`src/rtl/gtp_pkg.sv`:
```
// Shared GTP sequencer definitions: FSM state encoding used by the PLL and channel controllers.
package gtp_pkg;

    localparam int STATE_W = 3;

    typedef enum logic [STATE_W-1:0] {
        OFF       = 3'd0,
        PWRUP     = 3'd1,
        RESET     = 3'd2,
        WAIT_LOCK = 3'd3,
        LOCKED    = 3'd4,
        FAULT     = 3'd5
    } pll_state_t;

endpackage

```
`src/rtl/gtp_sync2.sv`:
```
// Two-flop synchroniser for asynchronous status inputs from the GTPE2_COMMON.
module gtp_sync2 (
    input  logic clk,
    input  logic rst,
    input  logic d,
    output logic q
);

    (* ASYNC_REG = "TRUE" *) logic [1:0] sync_ff;

    always_ff @(posedge clk or posedge rst) begin
        if (rst) begin
            sync_ff <= 2'b00;
        end else begin
            sync_ff <= {sync_ff[0], d};
        end
    end

    assign q = sync_ff[1];

endmodule

```
`src/rtl/gtp_common_pll_ctrl.sv`:
```
// Power-up / reset / lock sequencer for one GTPE2_COMMON PLL.
// Define GTP_PLL_AUTO_RELOCK_EN to re-run the reset sequence on lock loss instead of faulting.
module gtp_common_pll_ctrl
    import gtp_pkg::*;
#(
    parameter int PD_WAIT_CYCLES = 500,
    parameter int RESET_CYCLES   = 16,
    parameter int LOCK_TIMEOUT   = 65535,
    parameter int LOCK_STABLE    = 1024,
    parameter int MAX_RETRIES    = 3,
    parameter int CNT_W          = 17
) (
    input  logic         clk,
    input  logic         rst,
    input  logic         start,
    input  logic         pll_lock,
    input  logic         refclk_lost,
    output logic         pll_pd,
    output logic         pll_reset,
    output logic         pll_locken,
    output logic         ready,
    output logic         fault,
    output logic [1:0]   retry_cnt,
    output logic [2:0]   state_o
);

    localparam logic [CNT_W-1:0] PD_LAST     = CNT_W'(PD_WAIT_CYCLES);
    localparam logic [CNT_W-1:0] RESET_LAST  = CNT_W'(RESET_CYCLES - 1);
    localparam logic [CNT_W-1:0] TO_LAST     = CNT_W'(LOCK_TIMEOUT - 1);
    localparam logic [CNT_W-1:0] STABLE_LAST = CNT_W'(LOCK_STABLE - 1);
    localparam logic [1:0]       RETRY_MAX   = 2'(MAX_RETRIES);

    pll_state_t       state, next_state;
    logic [CNT_W-1:0] timer, timer_next;
    logic [CNT_W-1:0] stable, stable_next;
    logic [1:0]       retry_next;
    logic             lock_s, lost_s;

    gtp_sync2 u_lock_sync (.clk(clk), .rst(rst), .d(pll_lock),    .q(lock_s));
    gtp_sync2 u_lost_sync (.clk(clk), .rst(rst), .d(refclk_lost), .q(lost_s));

    always_comb begin
        next_state  = state;
        timer_next  = timer + CNT_W'(1);
        stable_next = '0;
        retry_next  = retry_cnt;
        case (state)
            OFF: begin
                timer_next = '0;
                retry_next = '0;
                if (start) next_state = PWRUP;
            end
            PWRUP: begin
                if (timer == PD_LAST) begin
                    next_state = RESET;
                    timer_next = '0;
                end
            end
            RESET: begin
                if (timer == RESET_LAST) begin
                    next_state = WAIT_LOCK;
                    timer_next = '0;
                end
            end
            WAIT_LOCK: begin
                stable_next = lock_s ? stable + CNT_W'(1) : '0;
                // A lock completing on the timeout cycle still counts as locked.
                if (lock_s && (stable == STABLE_LAST)) begin
                    next_state  = LOCKED;
                    timer_next  = '0;
                    stable_next = '0;
                end else if (timer == TO_LAST) begin
                    timer_next  = '0;
                    stable_next = '0;
                    if (retry_cnt < RETRY_MAX) begin
                        next_state = RESET;
                        retry_next = retry_cnt + 2'd1;
                    end else begin
                        next_state = FAULT;
                    end
                end
            end
            LOCKED: begin
                timer_next = '0;
                if (!lock_s || lost_s) begin
`ifdef GTP_PLL_AUTO_RELOCK_EN
                    next_state = RESET;
                    retry_next = '0;
`else
                    next_state = FAULT;
`endif
                end
            end
            FAULT: begin
                timer_next = '0;
            end
            default: begin
                next_state = OFF;
                timer_next = '0;
            end
        endcase
        // Dropping start powers the PLL down from anywhere, even mid reset pulse.
        if (!start) begin
            next_state  = OFF;
            timer_next  = '0;
            stable_next = '0;
            retry_next  = '0;
        end
    end

    always_ff @(posedge clk or posedge rst) begin
        if (rst) begin
            state      <= OFF;
            timer      <= '0;
            stable     <= '0;
            retry_cnt  <= '0;
            pll_pd     <= 1'b1;
            pll_reset  <= 1'b0;
            pll_locken <= 1'b0;
            ready      <= 1'b0;
            fault      <= 1'b0;
        end else begin
            state      <= next_state;
            timer      <= timer_next;
            stable     <= stable_next;
            retry_cnt  <= retry_next;
            pll_pd     <= (next_state == OFF);
            pll_reset  <= (next_state == RESET);
            pll_locken <= (next_state != OFF);
            ready      <= (next_state == LOCKED);
            fault      <= (next_state == FAULT);
        end
    end

    assign state_o = state;

endmodule

```
`config.mk`:
```
export PLATFORM = sky130hd
export DESIGN_NAME = gtp_common_pll_ctrl
export DESIGN_NICKNAME = d
export VERILOG_FILES = /design/src/rtl/gtp_pkg.sv /design/src/rtl/gtp_sync2.sv /design/src/rtl/gtp_common_pll_ctrl.sv
export SDC_FILE = /design/constraint.sdc
export NUM_CORES = 1
export LEC_CHECK = 0
export BUFFER_PORTS_ARGS = -buffer_cell sky130_fd_sc_hd__buf_2
export CAP_MARGIN = 30
export CORE_MARGIN = 5
export CORE_UTILIZATION = 54
export CTS_CLUSTER_SIZE = 8
export DETAILED_ROUTE_END_ITERATION = 12
export GPL_TIMING_DRIVEN = 0
export MAX_ROUTING_LAYER = met4
export PLACE_DENSITY = 0.8
export SLEW_MARGIN = 5
export SYNTH_ARGS = -nofsm -noshare
export SYNTH_HDL_FRONTEND = slang
export SYNTH_SLANG_ARGS = --single-unit
```
`constraint.sdc`:
```
create_clock -name clk -period 1.9 [get_ports clk]
set_input_delay 0.38 -clock clk [delete_from_list [all_inputs] [get_ports clk]]
set_output_delay 0.38 -clock clk [all_outputs]
set_load 0.03 [all_outputs]
```
# Yosys cells after proc, flatten, opt, wreduce, memory -nomap -nowiden
# Index checks and enable logic that the tools add are counted.
# W data, S select, Z words.
[word_totals]
reg_bits = 48
inputBits = 5
output_inout_bits = 10
elab_cells = 62
[op_classes]
addsub = 3
order_cmp = 1
n_eq_ne = 16
muxes = 24
n_reduce_logical = 7
[op_table]
columns = ["operator", "count"]
rows = [
  ["$mux W17", 10],
  ["$pmux W17 S3", 1],
  ["$add A17 B1 Y17 const B", 2],
  ["$mux W3", 7],
  ["$pmux W3 S6", 1],
  ["$eq A17 B10 Y1 const B", 1],
  ["$eq A17 B16 Y1 const B", 1],
  ["$eq A17 B4 Y1 const B", 1],
  ["$eq A17 B9 Y1 const B", 1],
  ["$eq A3 B3 Y1 const B", 4],
  ["$eq A3 B2 Y1 const B", 3],
  ["$ne A3 B3 Y1 const B", 3],
  ["$mux W2", 4],
  ["$logic_not A3 Y1", 2],
  ["$pmux W2 S2", 1],
  ["$reduce_and A4 Y1", 1],
  ["$eq A3 B1 Y1 const B", 1],
  ["$ne A3 B1 Y1 const B", 1],
  ["$reduce_bool A3 Y1", 1],
  ["$add A2 B1 Y2 const B", 1],
  ["$lt A2 B2 Y1 const B", 1],
  ["$logic_and A1 B1 Y1", 1],
  ["$logic_not A1 Y1", 1],
  ["$logic_or A1 B1 Y1", 1],
]

# Longest topological paths before layout
[depth]
ltp_word = 7
ltp_mapped = 8
ltp_nobuf = 7

# Hierarchy
# From an unflattened synthesis, not the netlist that was laid out.
[hier_totals]
cells_unflattened = 225
area_unflattened_um2 = 2342.2
[by_module_without_submodules]
columns = ["module", "n_inst", "cells_per_inst", "area_per_inst_um2", "seq_area_each_um2"]
rows = [
  ["gtp_common_pll_ctrl", 1, 219, 2234.6, 1102.3],
  ["gtp_sync2", 2, 3, 53.8, 50.0],
]

# Least setup slack after synthesis
# OpenSTA, ideal clock, no wires.
[synth_timing]
path_type = "register -> register"
from = "register stable[0]"
to = "register timer[10]"
setup_time_ns = 0.116
arrival_time_ns = 1.841
required_time_ns = 1.784
path_slack_ns = -0.057
path_stages_with_launch = 8
n_path_buf = 1
synth_period_minus_slack_ns = 1.957
cell_sequence = "dfrtp_1 > ha_1 > and4_1 > and3_4 > a31oi_2 > a221oi_4 > buf_8 > nor2_2"
[synth_between]
elab_chain_cells = 5
[synth_lines]
columns = ["element", "line", "source"]
rows = [
  ["start, declared", "gtp_common_pll_ctrl.sv:35", "logic [CNT_W-1:0] stable, stable_next;"],
  ["start signal, assigned", "gtp_common_pll_ctrl.sv:125", "stable <= stable_next;"],
  ["$eq A17 B10 Y1", "gtp_common_pll_ctrl.sv:68", "if (lock_s && (stable == STABLE_LAST)) begin"],
  ["$logic_and A1 B1 Y1", "gtp_common_pll_ctrl.sv:68", ""],
  ["$mux W17", "gtp_common_pll_ctrl.sv:68", ""],
  ["$pmux W17 S3", "gtp_common_pll_ctrl.sv:47", "case (state)"],
  ["$mux W17", "gtp_common_pll_ctrl.sv:103", "if (!start) begin"],
  ["named net timer_next[10]", "gtp_common_pll_ctrl.sv:34", "logic [CNT_W-1:0] timer, timer_next;"],
  ["end signal, assigned", "gtp_common_pll_ctrl.sv:124", "timer <= timer_next;"],
  ["end, declared", "gtp_common_pll_ctrl.sv:34", ""],
]
# The timed path passes the listed nets, and every way through them passes these cells.
# A chain may end at the register's enable or synchronous reset.

# Worst setup path after layout
[layout_timing]
from = "register timer[1]"
to = "register timer[8]"
[layout_between]
elab_chain_cells = 5
word_cells_on_any_way = 10
classes_between = "add/sub: 1; eq/ne: 3; mux: 6"
[layout_lines]
columns = ["element", "line", "source"]
rows = [
  ["$add A17 B1 Y17 / $eq A17 B16 Y1 (equally long branches)", "gtp_common_pll_ctrl.sv:44, gtp_common_pll_ctrl.sv:72", ""],
  ["$mux W17", "gtp_common_pll_ctrl.sv:72", "end else if (timer == TO_LAST) begin"],
  ["$mux W17", "gtp_common_pll_ctrl.sv:68", ""],
  ["$pmux W17 S3 (*)", "gtp_common_pll_ctrl.sv:47", ""],
  ["$mux W17 (*)", "gtp_common_pll_ctrl.sv:103", ""],
  ["named net timer_next[8]", "gtp_common_pll_ctrl.sv:34", ""],
]
# The timed path passes the listed nets; every way through them passes the cells marked *.

==> reports/qor.yml <==
worst_hold_path:
  hold_crit_path_type: "primary input to asynchronous set/reset pin"
place:
  io_buffers: 14
  dpl.hpwl_um: 3270
  postPlaceCellArea_um2: 2640
  place_congestion: 0.931
route:
  route.detailed.vias_per_inst: 5.81
  routed_wirelength_um: 5590
  detail_route.iter0.violations: 197
  via_count: 2052
  post_drt_wl_per_cell_um: 15.8
  postRouteAntennaNets: 0
  dr.pass1.iters: 4
  drc_errors: 0
timing:
  tightestPinTransition_ns: 0.466
  hold-worst-slack_ns: 0.0651
  fmax_ghz: 0.501
  final_max_slew_viol_count: 0
  slew-limit-headroom_pct: 68.8
  finalWorstSetupSlack_ns: -0.0958
  final_period_minus_worst_setup_slack_ns: 2.00
  post-route-period-util_pct: 105
  finalSetupViolations: 12
  clock_skew_ns: 0.0118
  rsz0062_at_grt: "true"
  hold_viol: 0
layout:
  finalInstanceArea_um2: 3150
  syn_to_final_growth_pct: 28.1
  nFillCells: 282
  drive_above_1_share_pct: 33.6
  n_antenna_cell: 0
  layout.nets: 310
power_and_ir_drop:
  vdd_drop_max_mv: 0.546
  p_int_mw: 1.47
  combPwrFrac_pct: 6.8
  netSwitchingFraction_pct: 22.3
  power_switching_mw: 0.423
  clock_group_share_of_total_power_pct: 38.3
  cellPowerDensity_nw_per_um2: 600
  p_leak_nw: 1.37
  seq_power_share_pct: 54.9
clocking:
  cts_tree: "built"
  clock_tree.root_cell: "clkbuf_8"
  cts.clk_slew.worst_paths_ns: 0.09
  cts_inserted_buffers: 5
  holdBufCountCts: 0
  clock_insertion_delay_worst_skew_ns: 0.30
  cts-root-to-sink-buffers: 2
  clock_sink_count: 48
  cts-htree-levels: 2
synthesis:
  postSynth.topFlopCell: "dfrtp_1"
  yosys.area_share.simple_pct: 30.5
  synth_edf_count: 0
  mappedNetlistArea_um2: 2460
  main_combinational_cell_family_by_area_after_synthesis: "simple AND/OR/NAND/NOR gates"
  post_synth_main_area_contributors: "dfrtp_1, xor2_1, nor2_1"
  synth-async-reset-ratio_pct: 100
  yosysMostFrequentCell: "dfrtp_1"
  synth-xor-area-share_pct: 10.7
  synth.lib_cells_used.distinct: 44
  synth_adder_area_share_pct: 2.54
  synth.largest_area_cell: "dfrtp_1"
  average_instance_area_after_synthesis_um2: 9.96
  synthTopCellsByCount: "dfrtp_1, nor2_1, nand2_1, xor2_1"
  syn_nets: 257
  postSynthRegisterBits: 48
  synth-warning-count: 0
  synthesis.instances: 247
  synth_top_area_share_pct: 47.8
  synth_compound_gate_area_share_pct: 4.98
  seq_area_frac_synth_pct: 48.9
  multiplexer_fraction_of_the_synthesized_cell_area_pct: 0.407
die:
  die_w_um: 77.5
  chipHeight_um: 77.5
  pin_count: 15
  starting_utilization_of_the_core_area_pct: 56.1
  fp.dieArea_um2: 6010
  row_count: 24
  placeableCoreArea_um2: 4380
setup_path:
  setup_crit_end_kind: "flip-flop"
  arrival_ns: 2.19
  cp_top_family: "simple AND/OR/NAND/NOR gates"
  slowest_delay_ns: 0.43
  startpoint_kind_of_the_worst_setup_timing_path: "flip-flop"
  critical-path-slowest-cell: "dfrtp_1"
  timing.critical_path.required_ns: 2.09
  worst-setup-path-type: "flip-flop to flip-flop"
  worstPathCellList: "buf_4, ha_1, nand4b_1, nor2_4, nand2_2, a221oi_4, buf_6, buf_8, nor2_2"
  crit_buf_inv: 3
  critical_path_peak_fanout: 5
  register_to_register_setup_slack_ns: -0.1
grt:
  global_route.usage.total_pct: 19.6
  grt_antenna_before_repair: 0
  first_pass_grt_wire_length_um: 9440
  first_global_vias: 2024
  largest_net_degree_at_the_start_of_global_routing: 31
  global_route.overflow_total: 0
status:
  run_status: "finished, violations left"
  failed_checks: "setup timing"
flow_run:
  max-cap-violations: 0
-- placed cells by master, fill, tap and decap left out, drive strengths merged, types with 2 or more instances in the layout --
cell type | synthesis | final
a211oi | 4 | 4
a21oi | 3 | 3
and2 | 2 | 2
and3 | 3 | 3
and4 | 3 | 3
buf | 2 | 48
clkbuf | 1 | 7
dfrtp | 47 | 47
ha | 5 | 5
inv | 7 | 7
nand2 | 32 | 32
nand3 | 13 | 13
nand3b | 2 | 2
nand4 | 10 | 10
nor2 | 43 | 43
nor2b | 2 | 2
nor3 | 7 | 7
nor3b | 5 | 5
nor4 | 7 | 7
or3 | 4 | 4
xnor2 | 13 | 13
xor2 | 17 | 17
-- worst reg2reg max path, delay by kind of cell (launching register included) --
family | cells | cell delay, ns
buffers and inverters | 3 | 0.45
DFF | 1 | 0.43
AOI/OAI and AO/OA | 1 | 0.36
and+or+nand+nor | 4 | 0.50
adders and majority gates | 1 | 0.15
-- area by class of cell --
type / instances / area, µm² / area share, %
Buffer: 3 / 27.5 / 0.873
Sequential cell: 48 / 1210 / 38.3
Clock inverter: 2 / 35.0 / 1.11
Multi-Input combinational cell: 189 / 1380 / 43.8
Inverter: 7 / 26.3 / 0.833
Timing Repair Buffer: 46 / 338 / 10.7
Tap cell: 52 / 65.1 / 2.06
Clock buffer: 6 / 72.6 / 2.30
-- cell families after synthesis --
logic type,Yosys count
buf+inv,10
mux,1
fa+ha+maj,5
simple gates,139
xor+xnor,30
flops,48
compound gates,14
-- path summary, 6_finish.rpt --
check                                             from                     end  depth (start not counted)
worst max-delay path                          timer[1]                timer[8]                          9
worst min-delay path                               rst                   fault                          2
worst max register to register                timer[1]                timer[8]                          9
worst min register to register  u_lock_sync.sync_ff[0]  u_lock_sync.sync_ff[1]                          0
max in group asynchronous                          rst                timer[0]                          3
min in group clk                           refclk_lost  u_lost_sync.sync_ff[0]                          1
-- per-stage QoR --
step	utilization (%)	std cells	setup WS, ns	setup TNS, ns	power (mW)
3_5_place_dp	60.1	314	-0.292	-4.51	1.16
6_report	71.9	353	-0.0958	-0.864	1.89
5_1_grt	71.9	353	-0.142	-1.72	1.97
4_1_cts	69.2	348	0.00648	0	1.90
2_1_floorplan	-	247	-0.00572	-0.0572	1.12
3_3_place_gp	59.7	313	-0.242	-13.13	1.15
-- registers in the layout, summed over array words and instances (netlist names) --
register,count
fault,1
pll_locken,1
pll_pd,1
pll_reset,1
ready,1
retry_cnt,2
stable,17
state_o,3
timer,17
u_lock_sync.sync_ff,2
u_lost_sync.sync_ff,2
-- layer usage --
layer / vias to the layer above / global-route usage (%) / routed length (µm)
li1: 960 / - / -
met2: 78 / 31.6 / 2800
met3: 12 / 4.28 / 358
met5: - / - / 0
met1: 1002 / 25.6 / 2370
met4: 0 / 4.47 / 57
-- power groups by stage --
stage | clock network [mW] | registers (mW) | logic [mW]
floorplan | 0 | 1.06 | 0.0607
global placement | 0 | 1.06 | 0.0935
detailed placement | 0 | 1.06 | 0.100
CTS | 0.733 | 1.04 | 0.131
global route | 0.789 | 1.04 | 0.140
finish | 0.726 | 1.04 | 0.128
-- timing repair --
action | in CTS | in global routing
cloned | 1 | 0
endpoints found under the hold margin | 0 | 0
setup buffers | 25 | 6
resized for setup | 17 | 25
pin swaps | 6 | 13
setup endpoints to repair | 27 | 33
No activity file was read; power rests on OpenSTA's default activity.
